--- src/rtl/pc_seq_pkg.sv ---
// Shared types and helpers for the PC sequencer: FSM state encoding and
// the alignment-bit count derived from the instruction size.
package pc_seq_pkg;

    typedef enum logic [1:0] {
        BOOT   = 2'd0,
        RUN    = 2'd1,
        HALTED = 2'd2
    } pc_state_e;

    // Number of PC low bits that are always zero for a given instruction size.
    function automatic int align_bits(input int instr_bytes);
        return $clog2(instr_bytes);
    endfunction

endpackage

--- src/rtl/pc_redirect_arb.sv ---
// Combinational redirect arbiter: exception beats branch, the chosen target is
// aligned to the instruction size and a misaligned request is flagged.
module pc_redirect_arb
    import pc_seq_pkg::*;
#(
    parameter int WIDTH = 32,
    parameter int ALIGN = 2
) (
    input  logic             exc_valid,
    input  logic [WIDTH-1:0] exc_vector,
    input  logic             br_valid,
    input  logic [WIDTH-1:0] br_target,
    output logic             sel_valid,
    output logic [WIDTH-1:0] sel_target,
    output logic             sel_misalign
);

    localparam logic [WIDTH-1:0] LOW_MASK = (WIDTH'(1) << ALIGN) - WIDTH'(1);

    logic [WIDTH-1:0] raw_target;

    assign sel_valid    = exc_valid | br_valid;
    assign raw_target   = exc_valid ? exc_vector : br_target;
    assign sel_target   = raw_target & ~LOW_MASK;
    // Only meaningful when sel_valid; the top qualifies it before latching.
    assign sel_misalign = |(raw_target & LOW_MASK);

endmodule

--- src/rtl/pc_sequencer.sv ---
// Fetch PC sequencer: valid/ready advance, prioritised redirects, stall and halt.
// Optional saturating redirect counter enabled by PC_SEQ_REDIRECT_CNT_EN.
module pc_sequencer
    import pc_seq_pkg::*;
#(
    parameter int               WIDTH        = 32,
    parameter int               INSTR_BYTES  = 4,
    parameter int               READ_AHEAD   = 2,
    parameter logic [WIDTH-1:0] RESET_VECTOR = '0
) (
    input  logic             clk,
    input  logic             reset,
    input  logic             stall,
    input  logic             halt,
    input  logic             fetch_ready,
    input  logic             br_valid,
    input  logic [WIDTH-1:0] br_target,
    input  logic             exc_valid,
    input  logic [WIDTH-1:0] exc_vector,
    output logic [WIDTH-1:0] pc,
    output logic             fetch_valid,
    output logic [WIDTH-1:0] pc_plus,
    output logic [WIDTH-1:0] pc_read,
    output logic             redirect_taken,
    output logic             misalign_err,
`ifdef PC_SEQ_REDIRECT_CNT_EN
    output logic [15:0]      redirect_cnt,
`endif
    output logic [1:0]       fsm_state
);

    localparam int ALIGN = align_bits(INSTR_BYTES);

    pc_state_e        state, state_nxt;
    logic [WIDTH-1:0] pc_nxt;
    logic             sel_valid;
    logic [WIDTH-1:0] sel_target;
    logic             sel_misalign;
    logic             advance;

    pc_redirect_arb #(
        .WIDTH (WIDTH),
        .ALIGN (ALIGN)
    ) u_arb (
        .exc_valid    (exc_valid),
        .exc_vector   (exc_vector),
        .br_valid     (br_valid),
        .br_target    (br_target),
        .sel_valid    (sel_valid),
        .sel_target   (sel_target),
        .sel_misalign (sel_misalign)
    );

    // Adds wrap modulo 2^WIDTH by construction.
    assign pc_plus = pc + WIDTH'(INSTR_BYTES);
    assign pc_read = pc + WIDTH'(READ_AHEAD * INSTR_BYTES);

    assign advance = fetch_valid & fetch_ready & ~stall;

    // NOTE: sequential state uses non-blocking assignments so every register
    // samples the pre-edge values regardless of process ordering.
    always_ff @(posedge clk or negedge reset) begin
        if (!reset) begin
            state <= BOOT;
        end else begin
            state <= state_nxt;
        end
    end

    // NOTE: give every combinationally assigned signal a default first so no
    // path leaves it unassigned and a latch is inferred.
    always_comb begin
        state_nxt = state;
        if (sel_valid) begin
            state_nxt = RUN;
        end else if (!stall) begin
            unique case (state)
                BOOT:    state_nxt = RUN;
                RUN:     state_nxt = halt ? HALTED : RUN;
                HALTED:  state_nxt = halt ? HALTED : RUN;
                default: state_nxt = BOOT;
            endcase
        end
    end

    always_comb begin
        fetch_valid = (state == RUN);
        fsm_state   = state;
    end

    always_comb begin
        pc_nxt = pc;
        if (sel_valid) begin
            pc_nxt = sel_target;
        end else if (advance) begin
            pc_nxt = pc_plus;
        end
    end

    always_ff @(posedge clk or negedge reset) begin
        if (!reset) begin
            pc             <= RESET_VECTOR;
            redirect_taken <= 1'b0;
            misalign_err   <= 1'b0;
        end else begin
            pc             <= pc_nxt;
            redirect_taken <= sel_valid;
            misalign_err   <= misalign_err | (sel_valid & sel_misalign);
        end
    end

`ifdef PC_SEQ_REDIRECT_CNT_EN
    logic [15:0] cnt_q;

    always_ff @(posedge clk or negedge reset) begin
        if (!reset) begin
            cnt_q <= 16'd0;
        end else if (sel_valid && cnt_q != 16'hFFFF) begin
            cnt_q <= cnt_q + 16'd1;
        end
    end

    assign redirect_cnt = cnt_q;
`endif

endmodule

--- config.mk ---
export PLATFORM = sky130hd
export DESIGN_NAME = pc_sequencer
export DESIGN_NICKNAME = d
export VERILOG_FILES = /design/src/rtl/pc_seq_pkg.sv /design/src/rtl/pc_redirect_arb.sv /design/src/rtl/pc_sequencer.sv
export SDC_FILE = /design/constraint.sdc
export NUM_CORES = 1
export LEC_CHECK = 0
export CORE_ASPECT_RATIO = 1.5
export CORE_MARGIN = 4
export CORE_UTILIZATION = 45
export CTS_BUF_LIST = sky130_fd_sc_hd__clkbuf_8
export DETAILED_ROUTE_END_ITERATION = 6
export GPL_TIMING_DRIVEN = 0
export PLACE_DENSITY = 0.95
export SYNTH_ARGS = -nofsm -noshare
export SYNTH_HDL_FRONTEND = slang
export SYNTH_SLANG_ARGS = --single-unit
--- constraint.sdc ---
create_clock -name clk -period 5.7 [get_ports clk]
set_input_delay 1.71 -clock clk [delete_from_list [all_inputs] [get_ports clk]]
set_output_delay 1.71 -clock clk [all_outputs]
set_load 0.02 [all_outputs]
**Word level (Yosys, flattened, before mapping)**

Cells that the tools add are included.
W data, S select, Z words.

- Add/subtract/negate cells: 2
- Eq/ne operators: 3
- Multiplexer cells: 7
- Bitwise gates (word level): 6
- Reduce and logical (&&, ||, !) cells: 4

Operator list:

| cell | number |
|---|---|
| $mux W32 | 3 |
| $add A32 B3 Y32 const B | 1 |
| $add A32 B4 Y32 const B | 1 |
| $mux W2 | 3 |
| $pmux W2 S2 | 1 |
| $reduce_or A2 Y1 | 2 |
| $and A1 B1 Y1 | 3 |
| $eq A2 B1 Y1 const B | 1 |
| $eq A2 B2 Y1 const B | 1 |
| $logic_not A2 Y1 | 1 |
| $ne A2 B1 Y1 const B | 1 |
| $or A1 B1 Y1 | 2 |
| $reduce_bool A2 Y1 | 1 |
| $not A1 Y1 | 1 |

- Flip-flop bits (word level): 36
- Bits of input ports: 71
- Output and inout bits: 101
- Logic and storage cells: 26

**Logic depth before layout (Yosys ltp)**

Gate-level depths: netlist of the first run.

- Word-level depth: 5
- Mapped depth: 8
- Gate-level depth less buffers: 7

**Hierarchy**

From an unflattened synthesis of the first run, not the netlist that was laid out.

- Cell total of the unflattened synthesis: 429
- Area total of the unflattened synthesis: 3681.0 sq um

By module, submodules not included:

| module | times used | cells each | area each (sq um) | sequential area each (sq um) |
|---|---|---|---|---|
| pc_sequencer | 1 | 388 | 3136.8 | 900.9 |
| pc_redirect_arb | 1 | 41 | 544.3 | 0.0 |

**Least setup slack after synthesis of the first run**

No wires, ideal clock.

- Kind: reg-to-output
- Start: reg pc[5]
- End: out pc_read[20]
- Data arrival time: 2199 ps
- Required time: 3990 ps
- Slack: 1791 ps
- Stages on the path, launching flop included: 8
- Buffers on the path: 2
- Cells stage by stage: dfrtp_1 > buf_4 > nand3_1 > or2_1 > clkbuf_1 > nor4_1 > nand3_1 > xnor2_1

- Word-level cells in the longest chain between the ends: 1

Ends and longest elaborated chain:

| item | line | source |
|---|---|---|
| start: declaration | pc_sequencer.sv:20 | `output logic [WIDTH-1:0] pc,` |
| start signal: assignment | pc_sequencer.sv:106 | `pc <= pc_nxt;` |
| $add A32 B4 Y32 | pc_sequencer.sv:56 | `assign pc_read = pc + WIDTH'(READ_AHEAD * INSTR_BYTES);` |
| end: declaration | pc_sequencer.sv:23 | `output logic [WIDTH-1:0] pc_read,` |

Every way passes these cells.

**Worst setup path in the final report of the first run**

- Start: reg pc[4]
- End: out pc_plus[27]

- Word-level cells in the longest chain between the ends: 1

Ends and longest elaborated chain:

| item | line | source |
|---|---|---|
| $add A32 B3 Y32 | pc_sequencer.sv:55 | `assign pc_plus = pc + WIDTH'(INSTR_BYTES);` |
| end: declaration | pc_sequencer.sv:22 | `output logic [WIDTH-1:0] pc_plus,` |

Every way passes these cells.

==> impl_metrics.yaml, run 1 <==
floorplan:
  dieArea_sq_um: 8810
  row_count: 38
  io-pin-count: 172
  die_width_microns: 78.0
  dieHeight_microns: 113
  core-area_sq_um: 7180
  start_util_pct: 46.0
critical_path:
  rr_worst_depth: 6
  cp.required_ps: 3990
  arrival_ps: 3580
  crit_buf_inv: 1
  cp_max_fo: 8
  path_cells: "ha_1 -> nand4_1 -> nor4_1 -> nand2_1 -> xnor2_1 -> clkdlybuf4s50_1"
  crit_slowest_cell: "nor4_1"
  path_class: "flop to output pin"
  crit_cells: 6
  cp_top_family: "simple AND/OR/NAND/NOR gates"
  cp-end-kind: "output pin"
  crit_path_max_incr_delay_ps: 1050
  critPathLaunchType: "flop"
power:
  power_frac_comb_pct: 54.3
  peakVddDrop_mv: 0.153
  switching_share_pct: 41.1
  p_int_w: 0.000623
  power_switching_w: 0.000434
  cellPowerDensity_nw_per_um2: 204
  power_w: 0.00106
  pwr-share-seq_pct: 27.3
  p_leak_nw: 2.03
  clkPwrFrac_pct: 18.4
clock_tree:
  cts_resized: 0
  cts_htree_levels: 2
  clock_latency_ps: 300
  post_cts_buffers: 0
  cts_tree: "done"
  ctsLongestPathBuffers: 2
  clkSinkCount: 34
  holdBufCountCts: 0
  cts-buffers-inserted: 5
  cts_root_buffer: "clkbuf_8"
  clkTransAtPathRegs_ps: 70
drt:
  drc: 0
  dr.first_iter.drc_count: 222
  dr.pass1.iters: 5
  totalWireLength_microns: 14100
  wl_per_cell_microns: 19.9
  vias: 4026
  routed_via_density: 5.66
  ant_nets: 0
run:
  maxCapViolations: 0
yosys:
  synth_async_sr_flop_share_pct: 100
  synth_flop_cell: "dfrtp_1"
  synth_edf_count: 0
  syn_area_per_cell_sq_um: 7.62
  synth-seq-cells: 34
  netlist_area_sq_um: 3310
  yosys_warnings: 0
  ys_seq_area_share_pct: 25.7
  synthCells: 434
  ys_types: 54
timing:
  fin_crit_sh_pct: 92.9
  setup_tns_ps: 0
  relSlewSlack_pct: 16.4
  whs_ps: 504
  clock_skew_ps: 9.42
  rsz0062_at_grt: "false"
  fmax_mhz: 189
  fin_ws_ps: 406
  setup_viol: 0
  finalMaxSlewViolations: 0
  final_hold_viol_count: 0
  worstMarginPinSlew_ps: 1240
  post-route-min-period_ps: 5290
finish:
  nNetsFinal: 687
  syn_to_final_growth_pct: 56.6
  final_layout_size_suffix_gt1_share_pct: 7.69
  num_antenna_cells: 0
  mostFrequentLayoutCell: "clkdlybuf4s50_1"
  final_cell_area_sq_um: 5180
  mostFrequentLayoutCells: "163 x clkdlybuf4s50_1, 55 x nand2_1, 35 x nor2_1"
run_status:
  status: "finished clean"
global_routing:
  grt_pass1_vias: 4133
  grt_use_total_pct: 31.6
  gr-total-overflow: 0
  grt_max_degree: 35
  grt_pass1_wl_microns: 21700
  antenna_found_initial: 0
placement:
  place_ws_ps: 830
  gp_congestion: 0.928
  io_buffers: 164
  post-dp-hpwl_microns: 11100
  placed_area_sq_um: 5090
hold_path:
  hold_path.class: "flop to flop"
  min_delay_path_depth: 2
==> power groups by stage <==
| stage | registers (W) | logic [W] | clock network [W] |
|---|---|---|---|
| after floorplan | 0.000318 | 0.000274 | 0 |
| after global placement | 0.000291 | 0.000560 | 0 |
| after detailed placement | 0.000292 | 0.000569 | 0 |
| after CTS | 0.000288 | 0.000572 | 0.000195 |
| after global routing | 0.000292 | 0.000607 | 0.000206 |
| final | 0.000288 | 0.000574 | 0.000194 |
==> through the flow <==
| step | utilization (%) | std cells |
|---|---|---|
| floorplan | - | 439 |
| global placement | 70.9 | 703 |
| detailed placement | 70.8 | 703 |
| CTS | 72.1 | 711 |
| global route | 72.1 | 711 |
| finish | 72.1 | 711 |
==> cell type report <==
type                       instances  area, sq um
multi-input combinational        347         2140
fill                             557         2000
timing repair buffer             164         1640
sequential                        34          851
buffer                            46          285
tap                              100          125
clock buffer                       6         82.6
inverter                          12         45.0
clock inverter                     2         8.76
==> path summary, 6_finish.rpt <==
kind,from,end,slack [ps]
setup / recovery,pc[4]$_DFFE_PN0P_,pc_plus[27],410
hold / removal,misalign_err$_DFF_PN0_,misalign_err$_DFF_PN0_,500
setup reg to reg,pc[4]$_DFFE_PN0P_,pc[27]$_DFFE_PN0P_,2840
hold reg to reg,misalign_err$_DFF_PN0_,misalign_err$_DFF_PN0_,500
max in group asynchronous,reset,pc[12]$_DFFE_PN0P_,3640
min in group asynchronous,reset,pc[14]$_DFFE_PN0P_,1500
==> tightest hold or removal path: cells and delay by family (launching register included) <==
family	cells	cell delay (ps)
flip-flops	1	350
AO/OA/AOI/OAI	1	70
buffers and inverters	1	40
==> layer usage <==
layer | vias to the layer above | track usage, % | wire, microns
met3 | 39 | 5.41 | 881
met1 | 1910 | 36.6 | 5360
li1 | 1866 | - | -
met5 | - | 0 | 0
met4 | 0 | 13.4 | 513
met2 | 211 | 56.8 | 7360
==> cells by family (layout without fill, tap and decap cells) <==
family,after synthesis,count (layout),share of synthesized area (%)
adder cells (fa/ha/maj),6,6,2.27
flip-flops,34,34,25.7
other,1,6,0.113
multiplexers,2,2,0.681
AO/OA/AOI/OAI,100,100,18.4
XOR/XNOR,65,65,17.2
AND/OR/NAND/NOR,168,168,25.5
buffers and inverters,58,230,9.99
==> registers in the layout, indices dropped and copies added (netlist names) <==
name,cells
pc,30
redirect_taken,1
fsm_state,2
misalign_err,1
==> Yosys cell counts, drive strengths merged, types with 5 or more instances <==
master | n | share of area (%)
nand2 | 56 | 6.6
buf | 26 | 5.4
xnor2 | 33 | 8.7
nor4 | 12 | 2.5
xor2 | 32 | 8.5
nand3 | 18 | 2.7
clkbuf | 19 | 2.9
nand4 | 18 | 4.1
ha | 6 | 2.3
a22oi | 5 | 1.1
nor3 | 11 | 1.7
a21oi | 25 | 3.8
dfrtp | 34 | 26
nor2 | 35 | 4.0
o22ai | 18 | 3.4
o21ai | 29 | 4.4
inv | 12 | 1.4
No activity file was read; power rests on OpenSTA's default activity.
==> run 2: changes to the inputs <==
- RECOVER_POWER: not set -> 50
==> run 2 against run 1 <==
Net effect:
- worst setup slack got worse by 42 ps
- the flow now finishes with violations (capacitance limit, slew limit)
- highest routed layer unchanged
- core utilization about the same
- via count rose by 0.60%
- worst hold slack worse by 6.5 ps
- routed wire length about the same
- register-to-register slack worse by 40 ps
- critical endpoint unchanged
- sequential power is essentially flat
- combinational power shrank 2%
- total power shrank 1.1%
- critical path type unchanged
- sequential share of layout area is essentially flat
- final cell count did not move
- clock skew is 2.3 ps lower
==> impl_metrics.yaml, run 2 (same netlist as run 1, synthesis figures left out) <==
timing:
  worstMarginPinSlew_ps: 2060
  setup_viol: 0
  setup_tns_ps: 0
  rsz0062_at_grt: "false"
  clock_skew_ps: 7.15
  fin_crit_sh_pct: 93.6
  finalMaxSlewViolations: 35
  post-route-min-period_ps: 5340
  final_hold_viol_count: 0
  fmax_mhz: 187
  relSlewSlack_pct: -37.4
floorplan:
  start_util_pct: 46.0
  die_width_microns: 78.0
  dieArea_sq_um: 8810
  core-area_sq_um: 7180
  row_count: 38
  dieHeight_microns: 113
  io-pin-count: 172
power:
  cellPowerDensity_nw_per_um2: 202
  power_w: 0.00105
  p_leak_nw: 2.01
  peakVddDrop_mv: 0.153
critical_path:
  arrival_ps: 3630
  cp-end-kind: "output pin"
  cp-startpoint: "pc[4]$_DFFE_PN0P_"
  cp_max_fo: 8
  critPathLaunchType: "flop"
  path_class: "flop to output pin"
  r2r-start: "pc[4]$_DFFE_PN0P_"
  cp.required_ps: 3990
run_status:
  violations: "capacitance limit, slew limit"
  status: "finished with violations"
placement:
  gp_congestion: 0.928
  io_buffers: 164
  post-dp-hpwl_microns: 11100
global_routing:
  grt_use_total_pct: 31.6
  antenna_found_initial: 0
  grt_pass1_wl_microns: 21700
  grt_pass1_vias: 4133
  gr-total-overflow: 0
  grt_max_degree: 35
clock_tree:
  ctsLongestPathBuffers: 2
  post_cts_buffers: 0
  clkTransAtPathRegs_ps: 70
  cts-buffers-inserted: 5
  cts_root_buffer: "clkbuf_8"
  clock_latency_ps: 300
  clkSinkCount: 34
  cts_tree: "done"
  cts_resized: 0
  holdBufCountCts: 0
  cts_htree_levels: 2
drt:
  routed_via_density: 5.70
  dr.first_iter.drc_count: 233
  dr.pass1.iters: 5
  wl_per_cell_microns: 19.9
  vias: 4050
  ant_nets: 0
  totalWireLength_microns: 14100
  drc: 0
hold_path:
  worstHoldStart: "misalign_err$_DFF_PN0_"
  hold_path.class: "flop to flop"
finish:
  final_layout_size_suffix_gt1_share_pct: 7.53
  largest_register_ffs: 30
  mostFrequentLayoutCell: "clkdlybuf4s50_1"
  syn_to_final_growth_pct: 56.6
  mostFrequentLayoutCells: "121 x clkdlybuf4s50_1, 55 x nand2_1, 42 x dlygate4sd3_1"
  num_antenna_cells: 0
  top_register: "pc"
  nNetsFinal: 687
run:
  maxCapViolations: 1
[run 2: cell types whose count changed in the layout (fill, tap and decap cells not counted)]
cell,delta
buf_2,-1
clkbuf_1,+1
clkdlybuf4s50_1,-42
dlygate4sd3_1,+42
[run 2: worst paths after layout]
check / slack, ps / end / cells after the start
setup / recovery: 360 / pc_plus[27] / 6
hold / removal: 500 / misalign_err$_DFF_PN0_ / 2
setup reg to reg: 2800 / pc[27]$_DFFE_PN0P_ / 6
hold reg to reg: 500 / misalign_err$_DFF_PN0_ / 2
max in group asynchronous: 2520 / pc[12]$_DFFE_PN0P_ / 1
min in group asynchronous: 1980 / pc[14]$_DFFE_PN0P_ / 1
[run 2: routing by layer]
layer	part of all wire (%)	global-route usage (%)	up-vias
met5	0	0	-
met4	3.7	13.4	0
met3	7.0	5.41	38
met2	52	56.8	225
met1	37	36.6	1922
li1	-	-	1865
[run 2: stage by stage]
step | util (%) | std cells | setup slack (ps) | hold WS, ps | area (sq um)
2_1_floorplan | - | 439 | 1790 | 595 | 3320
3_3_place_gp | 70.9 | 703 | 863 | 470 | 5090
3_5_place_dp | 70.8 | 703 | 830 | 484 | 5090
4_1_cts | 72.1 | 711 | 465 | 503 | 5180
5_1_grt | 72.1 | 711 | 226 | 510 | 5180
6_report | 72.1 | 711 | 364 | 498 | 5180
[run 2: power by group]
group	switching (W)	internal, W
logic	0.000312	0.000251
clock network	0.0000995	0.0000959
registers	0.0000225	0.000265
[run 2: area by class of cell]
cell class                 instances  area [sq um]
clock buffer                       6          82.6
clock inverter                     2          8.76
timing repair buffer             164          1640
buffer                            46           285
fill                             557          2000
inverter                          12          45.0
sequential                        34           851
tap                              100           125
multi-input combinational        347          2140
[run 2: worst max-delay path: stages (launching register included)]
cell             delay [ps]
dfrtp_1                 500
ha_1                    260
nand4_1                 340
nor4_1                 1080
nand2_1                 280
xnor2_1                 240
clkdlybuf4s50_1         630
==> run 3: changes to the inputs <==
- CAP_MARGIN: not set -> 20
==> run 3 against run 2 <==
Net effect:
- non-clock buffer count rose by 2
- worst setup slack improved by 340 ps
- die area did not move
- fmax rose by 6.7%
- the run still ends with capacitance limit, slew limit left
- sequential cell count did not move
- routed wire length fell by 0.19%
==> impl_metrics.yaml, run 3 (same netlist as run 1, synthesis figures left out) <==
drt:
  totalWireLength_microns: 14100
  ant_nets: 0
  dr.pass1.iters: 5
  vias: 4044
  routed_via_density: 5.67
  drc: 0
  wl_per_cell_microns: 19.8
  dr.first_iter.drc_count: 266
hold_path:
  worstHoldStart: "misalign_err$_DFF_PN0_"
  hold_path.class: "flop to flop"
floorplan:
  io-pin-count: 172
  row_count: 38
  dieHeight_microns: 113
  core-area_sq_um: 7180
  dieArea_sq_um: 8810
  die_width_microns: 78.0
  start_util_pct: 46.0
power:
  switching_share_pct: 41.5
  peakVddDrop_mv: 0.154
  p_int_w: 0.000612
  power_switching_w: 0.000434
  p_leak_nw: 2.02
  power_frac_comb_pct: 53.8
  cellPowerDensity_nw_per_um2: 202
  pwr-share-seq_pct: 27.4
  clkPwrFrac_pct: 18.8
global_routing:
  antenna_found_initial: 0
  grt_max_degree: 35
  grt_use_total_pct: 31.6
  grt_pass1_vias: 4133
  grt_pass1_wl_microns: 21700
  gr-total-overflow: 0
placement:
  place_ws_ps: 830
  post-dp-hpwl_microns: 11100
  gp_congestion: 0.928
  place_inst: 703
  io_buffers: 164
critical_path:
  crit_path_max_incr_delay_ps: 640
  arrival_ps: 3290
  path_cells: "ha_1 -> nand3_1 -> clkbuf_8 -> nor4_1 -> clkbuf_2 -> nand3_1 -> xnor2_1 -> clkdlybuf4s50_1"
  crit_top_cell: "nand3_1"
  r2r-start: "pc[4]$_DFFE_PN0P_"
  crit_buf_inv: 3
  cp-startpoint: "pc[2]$_DFFE_PN0P_"
  cp.required_ps: 3990
  crit_slowest_cell: "clkdlybuf4s50_1"
  cp_max_fo: 10
  critPathLaunchType: "flop"
  cp_top_family: "buffers and inverters"
  cp-end-kind: "output pin"
  path_class: "flop to output pin"
timing:
  worstMarginPinSlew_ps: 2050
  fmax_mhz: 200
  rsz0062_at_grt: "false"
  whs_ps: 497
  relSlewSlack_pct: -36.6
  final_hold_viol_count: 0
  setup_viol: 0
  setup_tns_ps: 0
  finalMaxSlewViolations: 35
  post-route-min-period_ps: 5000
  fin_ws_ps: 699
  clock_skew_ps: 10.9
  fin_crit_sh_pct: 87.7
clock_tree:
  clkSinkCount: 34
  cts-buffers-inserted: 5
  cts_htree_levels: 2
  post_cts_buffers: 0
  cts_tree: "done"
  clkTransAtPathRegs_ps: 70
  cts_resized: 0
  clock_latency_ps: 300
  holdBufCountCts: 0
  cts_root_buffer: "clkbuf_8"
  ctsLongestPathBuffers: 2
finish:
  mostFrequentLayoutCells: "121 x clkdlybuf4s50_1, 55 x nand2_1, 42 x dlygate4sd3_1"
  layout.cells.non_filler: 713
  final_layout_size_suffix_gt1_share_pct: 7.83
  num_antenna_cells: 0
  syn_to_final_growth_pct: 56.9
  mostFrequentLayoutCell: "clkdlybuf4s50_1"
  top_register: "pc"
  nNetsFinal: 689
  largest_register_ffs: 30
run:
  maxCapViolations: 1
run_status:
  violations: "capacitance limit, slew limit"
  status: "finished with violations"
run 3: cell count changes in the layout (fill, tap and decap cells not counted):
| cell | delta |
|---|---|
| clkbuf_2 | +2 |
run 3: power by group through the flow:
| stage | Clock, W | Sequential [W] | Combinational, W |
|---|---|---|---|
| 2_1_floorplan | 0 | 0.000318 | 0.000274 |
| 3_3_place_gp | 0 | 0.000291 | 0.000560 |
| 3_5_place_dp | 0 | 0.000292 | 0.000569 |
| 4_1_cts | 0.000195 | 0.000288 | 0.000572 |
| 5_1_grt | 0.000206 | 0.000291 | 0.000596 |
| 6_report | 0.000196 | 0.000287 | 0.000562 |
run 3: final timing paths:
check                                              end  slack [ps]  cells after the start
worst max-delay path                       pc_plus[20]         700                      8
max in group asynchronous           pc[12]$_DFFE_PN0P_        2530                      1
worst max register to register      pc[25]$_DFFE_PN0P_        3180                      6
worst min-delay path            misalign_err$_DFF_PN0_         500                      2
min in group asynchronous           pc[14]$_DFFE_PN0P_        1970                      1
worst min register to register  misalign_err$_DFF_PN0_         500                      2
run 3: area by class of cell:
cell class	instances	area, sq um
Clock buffer	6	82.6
Buffer	46	285
Fill cell	559	1990
Tap cell	100	125
Clock inverter	2	8.76
Sequential cell	34	851
Timing Repair Buffer	166	1650
Inverter	12	45.0
Multi-Input combinational cell	347	2140
run 3: worst min-delay path: stages, from the launching register on:
cell,delay [ps]
dfrtp_1,340
inv_1,40
o211ai_1,70
run 3: through the flow:
step / util, % / cell area (sq um) / total power, W
after floorplan: - / 3320 / 0.000592
after global placement: 70.9 / 5090 / 0.000851
after detailed placement: 70.8 / 5090 / 0.000861
after CTS: 72.1 / 5180 / 0.00105
after global routing: 72.2 / 5190 / 0.00109
final: 72.2 / 5190 / 0.00105
run 3: per-layer routing:
layer / vias up / part of all wire (%) / global-route usage [%]
li1: 1867 / - / -
met1: 1915 / 38 / 36.6
met2: 220 / 52 / 56.8
met3: 42 / 6.8 / 5.41
met4: 0 / 3.9 / 13.4
met5: - / 0 / 0
